[src/rtl/uart_cmd_decoder.sv]
// Frames the UART byte stream into 5-byte write commands (SYNC, ADDR, DHI, DLO, CSUM)
// and commits 16-bit values into the configuration register bank driving the blinky logic.
module uart_cmd_decoder #(
    parameter int         NUM_REGS  = 4,
    parameter logic [7:0] SYNC_BYTE = 8'hA5,
    parameter int         TIMEOUT   = 100000
) (
    input  logic                     clk,
    input  logic                     i_reset,
    input  logic [7:0]               i_data,
    input  logic                     i_data_valid,
    output logic [16*NUM_REGS-1:0]   o_regs,
    output logic                     o_wr_en,
    output logic [7:0]               o_wr_addr,
    output logic [15:0]              o_wr_data,
    output logic                     o_err,
    output logic [1:0]               o_err_code,
    output logic                     o_busy
);

    localparam int               CNT_W     = $clog2(TIMEOUT + 1);
    localparam logic [CNT_W-1:0] CNT_LAST  = CNT_W'(TIMEOUT - 1);
    localparam logic [8:0]       REG_LIMIT = 9'(NUM_REGS);

    typedef enum logic [2:0] {
        S_IDLE,
        S_ADDR,
        S_DHI,
        S_DLO,
        S_CSUM
    } state_t;

    state_t           r_state;
    state_t           w_next_state;
    logic             r_valid_prev;
    logic             w_byte;
    logic [7:0]       r_addr;
    logic [7:0]       r_dhi;
    logic [7:0]       r_dlo;
    logic [CNT_W-1:0] r_timer;
    logic             w_timeout;
    logic             w_csum_ok;
    logic             w_addr_ok;
    logic             w_commit;
    logic             w_err;
    logic [1:0]       w_err_code;

    // The receiver's valid is a level; only its rising edge counts as a new byte.
    assign w_byte    = i_data_valid & ~r_valid_prev;
    assign w_timeout = (r_state != S_IDLE) && !w_byte && (r_timer == CNT_LAST);
    assign w_csum_ok = (i_data == (r_addr ^ r_dhi ^ r_dlo));
    assign w_addr_ok = ({1'b0, r_addr} < REG_LIMIT);
    assign o_busy    = (r_state != S_IDLE);

    // Reset to 1 so a valid already high when reset releases is not taken as a byte.
    always_ff @(posedge clk) begin
        if (i_reset) begin
            r_valid_prev <= 1'b1;
        end else begin
            r_valid_prev <= i_data_valid;
        end
    end

    always_ff @(posedge clk) begin
        if (i_reset) begin
            r_state <= S_IDLE;
        end else begin
            r_state <= w_next_state;
        end
    end

    always_comb begin
        w_next_state = r_state;
        w_commit     = 1'b0;
        w_err        = 1'b0;
        w_err_code   = 2'd0;
        if (w_timeout) begin
            w_next_state = S_IDLE;
            w_err        = 1'b1;
            w_err_code   = 2'd3;
        end else if (w_byte) begin
            case (r_state)
                S_IDLE: begin
                    if (i_data == SYNC_BYTE) begin
                        w_next_state = S_ADDR;
                    end
                end
                S_ADDR:  w_next_state = S_DHI;
                S_DHI:   w_next_state = S_DLO;
                S_DLO:   w_next_state = S_CSUM;
                S_CSUM: begin
                    w_next_state = S_IDLE;
                    // A corrupted frame may also carry a corrupted address, so checksum wins.
                    if (!w_csum_ok) begin
                        w_err      = 1'b1;
                        w_err_code = 2'd1;
                    end else if (!w_addr_ok) begin
                        w_err      = 1'b1;
                        w_err_code = 2'd2;
                    end else begin
                        w_commit = 1'b1;
                    end
                end
                default: w_next_state = S_IDLE;
            endcase
        end
    end

    always_ff @(posedge clk) begin
        if (i_reset) begin
            r_addr <= 8'd0;
            r_dhi  <= 8'd0;
            r_dlo  <= 8'd0;
        end else if (w_byte) begin
            case (r_state)
                S_ADDR:  r_addr <= i_data;
                S_DHI:   r_dhi  <= i_data;
                S_DLO:   r_dlo  <= i_data;
                default: ;
            endcase
        end
    end

    // Inter-byte watchdog: runs only while a frame is open.
    always_ff @(posedge clk) begin
        if (i_reset || (r_state == S_IDLE) || w_byte) begin
            r_timer <= '0;
        end else begin
            r_timer <= r_timer + 1'b1;
        end
    end

    always_ff @(posedge clk) begin
        if (i_reset) begin
            o_wr_en    <= 1'b0;
            o_err      <= 1'b0;
            o_err_code <= 2'd0;
            o_wr_addr  <= 8'd0;
            o_wr_data  <= 16'd0;
        end else begin
            o_wr_en <= w_commit;
            o_err   <= w_err;
            if (w_err) begin
                o_err_code <= w_err_code;
            end
            if (w_commit) begin
                o_wr_addr <= r_addr;
                o_wr_data <= {r_dhi, r_dlo};
            end
        end
    end

    always_ff @(posedge clk) begin
        if (i_reset) begin
            o_regs <= '0;
        end else if (w_commit) begin
            for (int k = 0; k < NUM_REGS; k++) begin
                if (r_addr == 8'(k)) begin
                    o_regs[16*k +: 16] <= {r_dhi, r_dlo};
                end
            end
        end
    end

endmodule
[config.mk]
export PLATFORM = sky130hd
export DESIGN_NAME = uart_cmd_decoder
export DESIGN_NICKNAME = d
export VERILOG_FILES = /design/src/rtl/uart_cmd_decoder.sv
export SDC_FILE = /design/constraint.sdc
export NUM_CORES = 1
export LEC_CHECK = 0
export CORE_MARGIN = 2
export CORE_UTILIZATION = 55
export DETAILED_ROUTE_END_ITERATION = 10
export PLACE_DENSITY_LB_ADDON = 0.1
export SLEW_MARGIN = 20
export SYNTH_ARGS = -nofsm -noshare
export SYNTH_HDL_FRONTEND = slang
export SYNTH_SLANG_ARGS = --single-unit
[constraint.sdc]
create_clock -name clk -period 3.2 [get_ports clk]
set_input_delay 0.64 -clock clk [delete_from_list [all_inputs] [get_ports clk]]
set_output_delay 0.64 -clock clk [all_outputs]
set_load 0.05 [all_outputs]
# --- Word level (Yosys, flattened, before mapping) ---
# Cells that the tools add are included.
word_totals:
  regBits: 137
  input_bits: 11
  output_inout_bits: 93
  wordCells: 66
classes:
  addsub: 1
  n_lt_le_gt_ge: 1
  eq_ne: 11
  muxes: 17
  bitwise_logic: 4
  n_reduce_logical: 17
op_table:
  columns: ["cell", "n"]
  rows:
  - ["$add A17 B1 Y17 const B", 1]
  - ["$eq A17 B17 Y1 const B", 1]
  - ["$eq A8 B2 Y1 const B", 2]
  - ["$reduce_and A2 Y1", 8]
  - ["$xor A8 B8 Y8", 2]
  - ["$pmux W3 S4", 1]
  - ["$mux W1", 10]
  - ["$mux W2", 5]
  - ["$eq A8 B1 Y1 const B", 1]
  - ["$eq A8 B8 Y1", 1]
  - ["$eq A8 B8 Y1 const B", 1]
  - ["$logic_not A8 Y1", 1]
  - ["$lt A8 B3 Y1 const B", 1]
  - ["$eq A3 B2 Y1 const B", 2]
  - ["$eq A3 B1 Y1 const B", 1]
  - ["$eq A3 B3 Y1 const B", 1]
  - ["$logic_not A3 Y1", 1]
  - ["$mux W3", 1]
  - ["$reduce_bool A3 Y1", 1]
  - ["$logic_and A1 B1 Y1", 2]
  - ["$logic_or A1 B1 Y1", 2]
  - ["$ne A2 B2 Y1 const B", 1]
  - ["$reduce_or A2 Y1", 1]
  - ["$and A1 B1 Y1", 1]
  - ["other kinds (2)", 2]

# --- Depth between registers and ports, before layout ---
# Gate-level depths: netlist of the first run.
logic_depth:
  depth_word: 8
  mapped_depth: 7
  mapped_depth_nobuf: 6

# --- Least setup slack after synthesis of the first run ---
# OpenSTA, ideal clock, no wires.
synth_path:
  path_kind: "input -> register"
  start: "input port i_data[0]"
  end: "register o_regs[53]"
  setup_ns: 0.122
  arrival_time_ns: 2.155
  t_required_ns: 3.078
  setup_slack_ns: 0.923
  cell_stages: 7
  n_path_buf: 2
  path_cell_list: "xnor2_1 > xnor2_2 > nand4_2 > or4_1 > buf_4 > buf_6 > mux2i_1"
synth_via:
  elab_chain_cells: 6
synth_rtl:
  columns: ["element", "line_no", "text"]
  rows:
  - ["start: declaration", "10", "input logic [7:0] i_data,"]
  - ["$eq A8 B8 Y1", "51", "assign w_csum_ok = (i_data == (r_addr ^ r_dhi ^ r_dlo));"]
  - ["$mux W1", "94", "if (!w_csum_ok) begin"]
  - ["$mux W1", "82", "case (r_state)"]
  - ["$mux W1", "81", "end else if (w_byte) begin"]
  - ["$mux W1", "77", "if (w_timeout) begin"]
  - ["$reduce_and A2 Y1 (no line)", null, null]
  - ["end signal: indexed assignment", "159", "o_regs[16*k +: 16] <= {r_dhi, r_dlo};"]
  - ["end: declaration", "12", "output logic [16*NUM_REGS-1:0] o_regs,"]
# Every way passes these cells.
# A chain may end at the register's enable or synchronous reset.

# --- Worst setup path after layout of the first run ---
layout_path:
  start: "register r_state[1]"
  end: "output port o_busy"
layout_via:
  elab_chain_cells: 1
layout_rtl:
  columns: ["element", "line_no", "text"]
  rows:
  - ["start: declaration", "33", "state_t r_state;"]
  - ["start signal: assignment", "68", "r_state <= w_next_state;"]
  - ["$reduce_bool A3 Y1", "53", "assign o_busy = (r_state != S_IDLE);"]
  - ["end: declaration", "18", "output logic o_busy"]
# Every way passes these cells.

==> results, run 1 <==
- The run finished with clean final reports.
- For this block, the initial DRC count from the detailed router was 149.
- Setup repair after global routing left no endpoint under its margin.
- After synthesis, the cell types taking the most area are sky130_fd_sc_hd__dfxtp_1 (48%), sky130_fd_sc_hd__mux2i_1 (17%), sky130_fd_sc_hd__nand2b_1 (11%), sky130_fd_sc_hd__xnor2_1 (3.9%), sky130_fd_sc_hd__nor2_1 (2.4%).
- The actual transition at the worst max-transition pin is 729 ps.
- The via count of the first global-routing pass came to 4,100.
- The synthesized netlist occupies a cell area of 5680 sq um.
- The number of antenna diodes in the final layout is 0.
- The count of nets left with antenna violations once routing finished came out at 0.
- The initial utilization of the core area, before any placement, comes to 55.8%.
- The biggest area consumer among synthesized cells is sky130_fd_sc_hd__dfxtp_1.
- In the final design database the tool counted 666 nets.
- In the routed design, unresolved DRC markers number 0.
- Routability-driven placement finished with a final weighted congestion of 0.850.
- The routed via count divided by cell count is 5.22.
- After synthesis, the share of flip-flops with an asynchronous set or reset is 0%.
- The first-pass GRT wire length is 20,800 microns.
- After layout, the worst path uses 90.9% of the clock period.
- In this design, the stage delay of the slowest critical-path cell is 810 ps.
- The area growth from synthesis to layout is 30.7%.
- The H-tree was split into 4 levels.
- The critical path is of the reg -> out type.
- The filler cell count is 763.
- The initial antenna violation count is 0.
- The worst path required time is 2560 ps.
- The leakage component of the power is 3.05 nW.
- The synthesized netlist net count is 567.
- Once placement finished, the instance area stood at 6810 sq um.
- Data arrives at the worst endpoint at 2270 ps.
- In this run the core area contains 37 standard-cell rows.
- The class of the tightest hold or removal check is reg -> reg.
- The cell area after layout is 7430 sq um.
- The shortest period the worst path allows is 2910 ps.
- Traced cell by cell, the critical path runs through or3_1 > clkdlybuf4s50_1.
- The most used flip-flop cell after synthesis is sky130_fd_sc_hd__dfxtp_1.
- The cell sitting at the root of the clock tree is a sky130_fd_sc_hd__clkbuf_8.
- Across the VDD grid, the largest voltage drop is 0.000336 V.
- The number of warnings reported in the yosys synthesis log is 0.
- The cell count after placement is 771.
- The count of cells in the finished layout, fillers not included, comes to 803.
- The maximum achievable frequency is 344 MHz.
- The area used by sequential logic in the layout is 2740 sq um.
- The routed length per instance is 15.8 microns.
- 104 I/O pins were placed.
- For this design the ratio of total power to cell area is 511 nW/um^2.
- The cell count after synthesis came out at 555.
- The clock tree from TritonCTS is yes.
- The worst setup path is captured at an output pin.
- The register bit total from synthesis is 137.
- The slowest cell on the critical path is sky130_fd_sc_hd__clkdlybuf4s50_1.
- Gates resized during post-CTS repair numbered 0.
- Counting distinct cell types in the post-synthesis netlist gives 39.
- The headroom to the max-slew limit is 51.4%.
- No sink is reached through more buffers than the 2 on the longest clock path.
- The mean instance size in the synthesized netlist is 10.2 sq um.
- The vias after detailed routing is 4,189.
- The pin count of the biggest net entering global routing is 93.
- The count of port buffers added during placement is 103.
- The startpoint kind of the worst setup timing path is a flip-flop.
- The wire-length estimate of the detail-placed layout is 8710 microns.
- The die span in y is 106 microns.
- The number of max-cap violations is 0.
- The horizontal extent of the die is 106 microns.
- Counting every sink on the clock net gives 137.
- The number of iterations in the first detailed-routing pass is 4.
- The maximum fanout along the worst path is 17.
- After clock tree synthesis, the flow added hold-fix buffers numbering 0.
- The final count of pins violating max slew is 0.
- The die area is 11,200 sq um.
- The sum of negative setup slack is 0 ps.
- Across every metal layer, demand over resource in global routing totals 23.7%.
- Setup violations remaining at the end of the flow were counted as 0.
- The number of buffers added by the clock tree synthesis step is 17.
- In this run the biggest area consumer among cell types represents 48.3% of the synthesized area.
- For the worst-skew pair, the clock arrives at the later sink with an insertion delay of 510 ps.
- Between clock sinks in the finished design, the worst skew comes to 6.00 ps.
- The routed wire length is 12,700 microns.
- The final core utilization is 73.0%.
- The standard cell core area is 10,200 sq um.
- The total count of hold-check failures in the final report is 0.
- The number of synthesized flops with an enable pin is 0.
- The number of setup buffers added after CTS is 0.
- The layout cell share with drive strength beyond 1 is 8.25%.
- The clock edge transition at the registers on the reported setup and hold paths is 60 ps.
- Summing all multi-input logic gate instances after layout gives 2780 sq um.
- Summed over all layers, the global routing overflow is 0.
- The share of the Yosys chip area taken by registers is 48.3%.
## sequential cells by signal (all words and copies together) (netlist names)
register,cells
o_err,1
r_state,3
o_wr_addr,8
r_valid_prev,1
o_wr_data,16
r_timer,17
o_wr_en,1
r_addr,8
r_dlo,8
o_regs,64
r_dhi,8
o_err_code,2
## cells in the final DEF, fill, tap and decap left out, drive strengths merged, types with 4 or more instances in the layout
cell	instances
and3	4
or3	4
clkdlybuf4s50	102
inv	4
xnor2	26
bufinv	4
dfxtp	137
nand2	19
xor2	11
nand4	9
clkinvlp	4
nand3	16
mux2i	97
clkbuf	21
nor3	6
buf	12
o21ai	4
a21oi	16
and3b	7
nand2b	98
nor2	37
## final timing paths
kind / start / end / slack (ps) / cells after the start
max reg2reg: r_state[1]$_SDFFE_PP0P_ / o_regs[11]$_SDFFE_PP0P_ / 900 / 6
min reg2reg: r_timer[0]$_SDFF_PP0_ / r_timer[0]$_SDFF_PP0_ / 440 / 1
min: r_timer[0]$_SDFF_PP0_ / r_timer[0]$_SDFF_PP0_ / 440 / 1
max: r_state[1]$_SDFFE_PP0P_ / o_busy / 290 / 2
## Yosys cell counts, drive strengths merged, types with 6 or more instances
library cell	count
xor2	11
mux2i	97
clkbuf	26
nor3	6
xnor2	26
nand3	16
nand2b	98
nor2	37
a21oi	16
dfxtp	137
buf	8
nand4	9
and3b	7
nand2	19
## area by class of cell
cell class / instances / area share (%)
clock buffers: 21 / 6.04
clock inverters: 11 / 2.27
inverters: 3 / 0.152
multi-input cells: 381 / 37.4
flip-flops and latches: 137 / 36.9
well taps: 136 / 2.29
repair buffers: 114 / 15.0
## per-layer routing
layer,share of wire [%],up-vias,GRT usage [%]
li1,-,2069,-
met1,45,2001,30.2
met2,50,105,39.6
met3,3.6,14,5.26
met4,1.3,0,8.18
met5,0,-,0
## worst max-delay path: cells and delay by family, from the launching register on
kind                   cells  cell delay, ps
buffers and inverters      1             810
DFF                        1             710
and+or+nand+nor            1             230
## stage by stage
step / worst slack (ps) / total power [mW] / hold slack [ps]
floorplan: 923 / 1.80 / 413
global placement: 422 / 1.83 / 423
detailed placement: 353 / 1.83 / 432
CTS: 279 / 3.83 / 441
global route: 181 / 3.92 / 463
finish: 290 / 3.80 / 435
## cells by family after synthesis
kind of cell             Yosys count  share of synthesized area [%]
XOR/XNOR                          37                           5.83
flip-flops                       137                           48.3
AO/OA/AOI/OAI                     23                           2.18
AND/OR/NAND/NOR                  223                           23.4
adder cells (fa/ha/maj)            1                          0.220
multiplexers                      97                           17.1
buffers and inverters             37                           2.99
## report_power, final
| group | internal [mW] | total (mW) | switching (mW) |
|---|---|---|---|
| Combinational | 0.0423 | 0.0871 | 0.0448 |
| Clock | 1.31 | 2.01 | 0.699 |
| Sequential | 1.71 | 1.71 | 0.000505 |
Note: power is estimated with default switching activity, not from simulation.
==> run 2, diff against run 1 <==
--- a/config.mk
+++ b/config.mk
@@ -6,8 +6,9 @@
 export NUM_CORES = 1
 export LEC_CHECK = 0
 export CORE_MARGIN = 2
-export CORE_UTILIZATION = 55
+export CORE_UTILIZATION = 56
 export DETAILED_ROUTE_END_ITERATION = 10
+export MAX_ROUTING_LAYER = met4
 export PLACE_DENSITY_LB_ADDON = 0.1
 export SLEW_MARGIN = 20
 export SYNTH_ARGS = -nofsm -noshare
==> run 2 against run 1 <==
First-iteration DRC count increased by 12%. Clock skew increased by 3.3 ps. Count of clock-buffer cells in the layout decreased by 4. Hold slack improved by 22 ps. Clock power decreased by 12%. Largest power group unchanged.
==> results, run 2 (synthesis results as in run 1) <==
- The number of nets still failing antenna checks after routing is 0.
- The setup slack after placement is 324 ps.
- The maximum vdd ir drop is 0.000361 V.
- More flip-flops sit in one register than any other, and that register is o_regs.
- The initial cell density of the core is 57.9%.
- The clock insertion delay at the later pin of the skew report is 510 ps.
- The post-cts gate resize count is 0.
- Setup repair after global routing left no endpoint under its margin.
- The H-tree depth is 4.
- The worst path required time is 2560 ps.
- The worst register-to-register path ends at o_regs[3]$_SDFFE_PP0P_.
- In the layout the commonest cells are sky130_fd_sc_hd__dfxtp_1 (137), sky130_fd_sc_hd__clkdlybuf4s50_1 (102), sky130_fd_sc_hd__nand2b_1 (98), sky130_fd_sc_hd__mux2i_1 (97), sky130_fd_sc_hd__nor2_1 (37).
- The wire-length estimate of the detail-placed layout is 9590 microns.
- The met3 usage is 5.24%.
- The design internal power is 2.78 mW.
- The final core utilization is 75.1%.
- Entering global routing, the biggest net connects 49 pins.
- Setup violations remaining at the end of the flow were counted as 0.
- The clock network fraction of design power is 49.7%.
- The startpoint kind of the worst setup timing path is a flip-flop.
- On the final layout, the worst clock skew is 9.29 ps.
- The violation count after the first detailed-routing iteration is 167.
- The actual transition at the worst max-transition pin is 642 ps.
- The die area is 11,000 sq um.
- After routing the design area is 7370 sq um.
- The horizontal extent of the die is 105 microns.
- Counting I/O delays and the setup requirement, the final critical path takes 2880 ps.
- The count of port buffers added during placement is 103.
- The final count of pins violating max slew came to 0.
- The total area inside the core boundary comes to 9820 sq um.
- The initial antenna violation count came to 0.
- Relative to the synthesized area, the layout overhead comes to 29.7%.
- The tool flagged a number of max-cap violations equal to 0.
- Counting cells, the worst reg-to-reg path comes to 6.
- The beginning of the worst register-to-register path is r_state[1]$_SDFFE_PP0P_.
- The kind of end point of the critical path is an output pin.
- The CTS sink count is 137.
- The total setup buffers inserted after CTS is 0.
- The flow ran to the end, and the final reports show no timing, DRC or antenna violations.
- The analysis attributes to cell leakage a power of 3.02 nW.
- Based on the critical path, the design can be clocked at up to 348 MHz.
- Summed over all layers, the global routing overflow is 0.
- Along the worst hold path, the cell count comes to 1.
- The via count of the first global-routing pass came to 4,230.
- The clock tree from TritonCTS is yes.
- No sink is reached through more buffers than the 2 on the longest clock path.
- For this block, the via count after detailed routing is 4,302.
- The post-route fraction of the period consumed by the critical path is 89.9%.
- The worst hold path belongs to the class reg -> reg.
- Of all nets on the critical path, the largest fanout is 17.
- The number of flip-flops in the largest register is 64.
- The overall global routing resource usage is 25.8%.
- The startpoint of the most critical hold path is r_timer[0]$_SDFF_PP0_.
- The first global-routing pass estimated 21,800 microns of wire.
- Global routing consumed, on the met2 layer, 42.3% of the routing resources.
- The kind of critical path is reg -> out.
- The most congested layer reported by global routing is met2.
- After routing, the total negative slack on setup checks comes to 0 ps.
- During I/O placement, the number of pins put on the boundary was 104.
- Of the total power, combinational logic draws 2.5%.
- The headroom to the max-slew limit is 57.1%.
- The sequential cell fraction of total power is 47.8%.
- The arrival time of data at the critical path endpoint is 2240 ps.
- Summed over all layers, the routed wires come to 13,600 microns.
- The total cell area at the placement stage is 6830 sq um.
- The total of hold buffers inserted after clock tree synthesis is 0.
- The worst hold path terminates at r_timer[0]$_SDFF_PP0_.
- The number of buffers added by the clock tree synthesis step is 17.
- Clock-pin slew was measured on the worst setup and hold paths at 60 ps.
- The switching part of the total power is 22.2%.
- Cells with a size suffix above 1 make up 8.82% of the layout.
- The smallest setup slack after layout is 323 ps.
- The analysis attributes to net switching a power of 0.794 mW.
- In the global route stage, met1 resource usage came out at 32.5%.
- The master cell of the clock root buffer is sky130_fd_sc_hd__clkbuf_8.
- The minimum setup slack among reg-to-reg paths is 810 ps.
- After detailed routing, the number of vias per cell comes to 5.36.
- The total count of hold-check failures in the final report came to 0.
- The largest registers in the layout are o_regs (64), r_timer (17), o_wr_data (16).
- The die span in y is 105 microns.
- The number of diodes is 0.
- Counting the fill cells in the layout gives 761.
- In the routed design, unresolved DRC markers number 0.
- The floorplan has 36 rows.
- The final net count is 668.
- After detailed routing, the average wire length per cell comes to 16.9 microns.
- Power spread over the standard cell area amounts to 484 nW/um^2.
- The number of iterations in the first detailed-routing pass is 5.
- Routability-driven placement finished with a final weighted congestion of 0.895.
- The library cell used most frequently in the layout, excluding fill and tap cells, is sky130_fd_sc_hd__dfxtp_1.
run 2: changes by cell type in the layout (fill, tap and decap cells not counted), moves of 2 or more:
cell	before	now
sky130_fd_sc_hd__clkinv_2	2	5
sky130_fd_sc_hd__clkbuf_1	2	0
sky130_fd_sc_hd__bufinv_16	4	1
sky130_fd_sc_hd__clkbuf_8	3	1
sky130_fd_sc_hd__clkinvlp_4	4	6
run 2: how the worst max path moves through the flow:
stage                       startpoint                       to  slack [ps]
6_report       r_state[1]$_SDFFE_PP0P_                   o_busy         320
3_3_place_gp                 i_data[1]  o_regs[58]$_SDFFE_PP0P_         370
4_1_cts        r_state[1]$_SDFFE_PP0P_                   o_busy         300
3_5_place_dp              i_data_valid   o_regs[3]$_SDFFE_PP0P_         320
5_1_grt        r_state[1]$_SDFFE_PP0P_                   o_busy         230
2_1_floorplan                i_data[0]  o_regs[53]$_SDFFE_PP0P_         920
run 2: power by group through the flow:
| stage | clock network, mW | registers, mW | logic [mW] |
|---|---|---|---|
| global placement | 0 | 1.74 | 0.0862 |
| global route | 1.86 | 1.71 | 0.0948 |
| CTS | 1.79 | 1.71 | 0.0883 |
| floorplan | 0 | 1.74 | 0.0553 |
| finish | 1.77 | 1.71 | 0.0891 |
| detailed placement | 0 | 1.74 | 0.0877 |
run 2: layer usage:
metal | routed length, microns | vias up
met4 | 160 | 0
li1 | - | 2080
met1 | 6050 | 2077
met3 | 602 | 17
met2 | 6770 | 128
met5 | 0 | -
run 2: layout make-up:
| cell class | instances | area (sq um) | area share [%] |
|---|---|---|---|
| Multi-Input combinational cell | 381 | 2780 | 37.7 |
| Inverter | 3 | 11.3 | 0.153 |
| Clock inverter | 15 | 126 | 1.71 |
| Clock buffer | 17 | 414 | 5.62 |
| Sequential cell | 137 | 2740 | 37.2 |
| Tap cell | 133 | 166 | 2.26 |
| Timing Repair Buffer | 116 | 1140 | 15.4 |
run 2: critical path, stage by stage, from the launching register on:
cell and delay, ps:
sky130_fd_sc_hd__dfxtp_1 710, sky130_fd_sc_hd__or3_1 210, sky130_fd_sc_hd__clkdlybuf4s50_1 800
run 2: per-stage QoR:
stage / std cells / hold slack, ps / power (mW)
final: 802 / 457 / 3.57
after global routing: 802 / 494 / 3.67
after CTS: 802 / 464 / 3.58
after detailed placement: 770 / 455 / 1.83
after global placement: 770 / 422 / 1.83
after floorplan: 555 / 413 / 1.80
==> run 3, diff against run 2 <==
--- a/config.mk
+++ b/config.mk
@@ -8,6 +8,7 @@
 export CORE_MARGIN = 2
 export CORE_UTILIZATION = 56
 export DETAILED_ROUTE_END_ITERATION = 10
+export GPL_ROUTABILITY_DRIVEN = 0
 export MAX_ROUTING_LAYER = met4
 export PLACE_DENSITY_LB_ADDON = 0.1
 export SLEW_MARGIN = 20
==> results of run 3 <==
The final DEF is identical to that of run 2; final timing and power are the same.
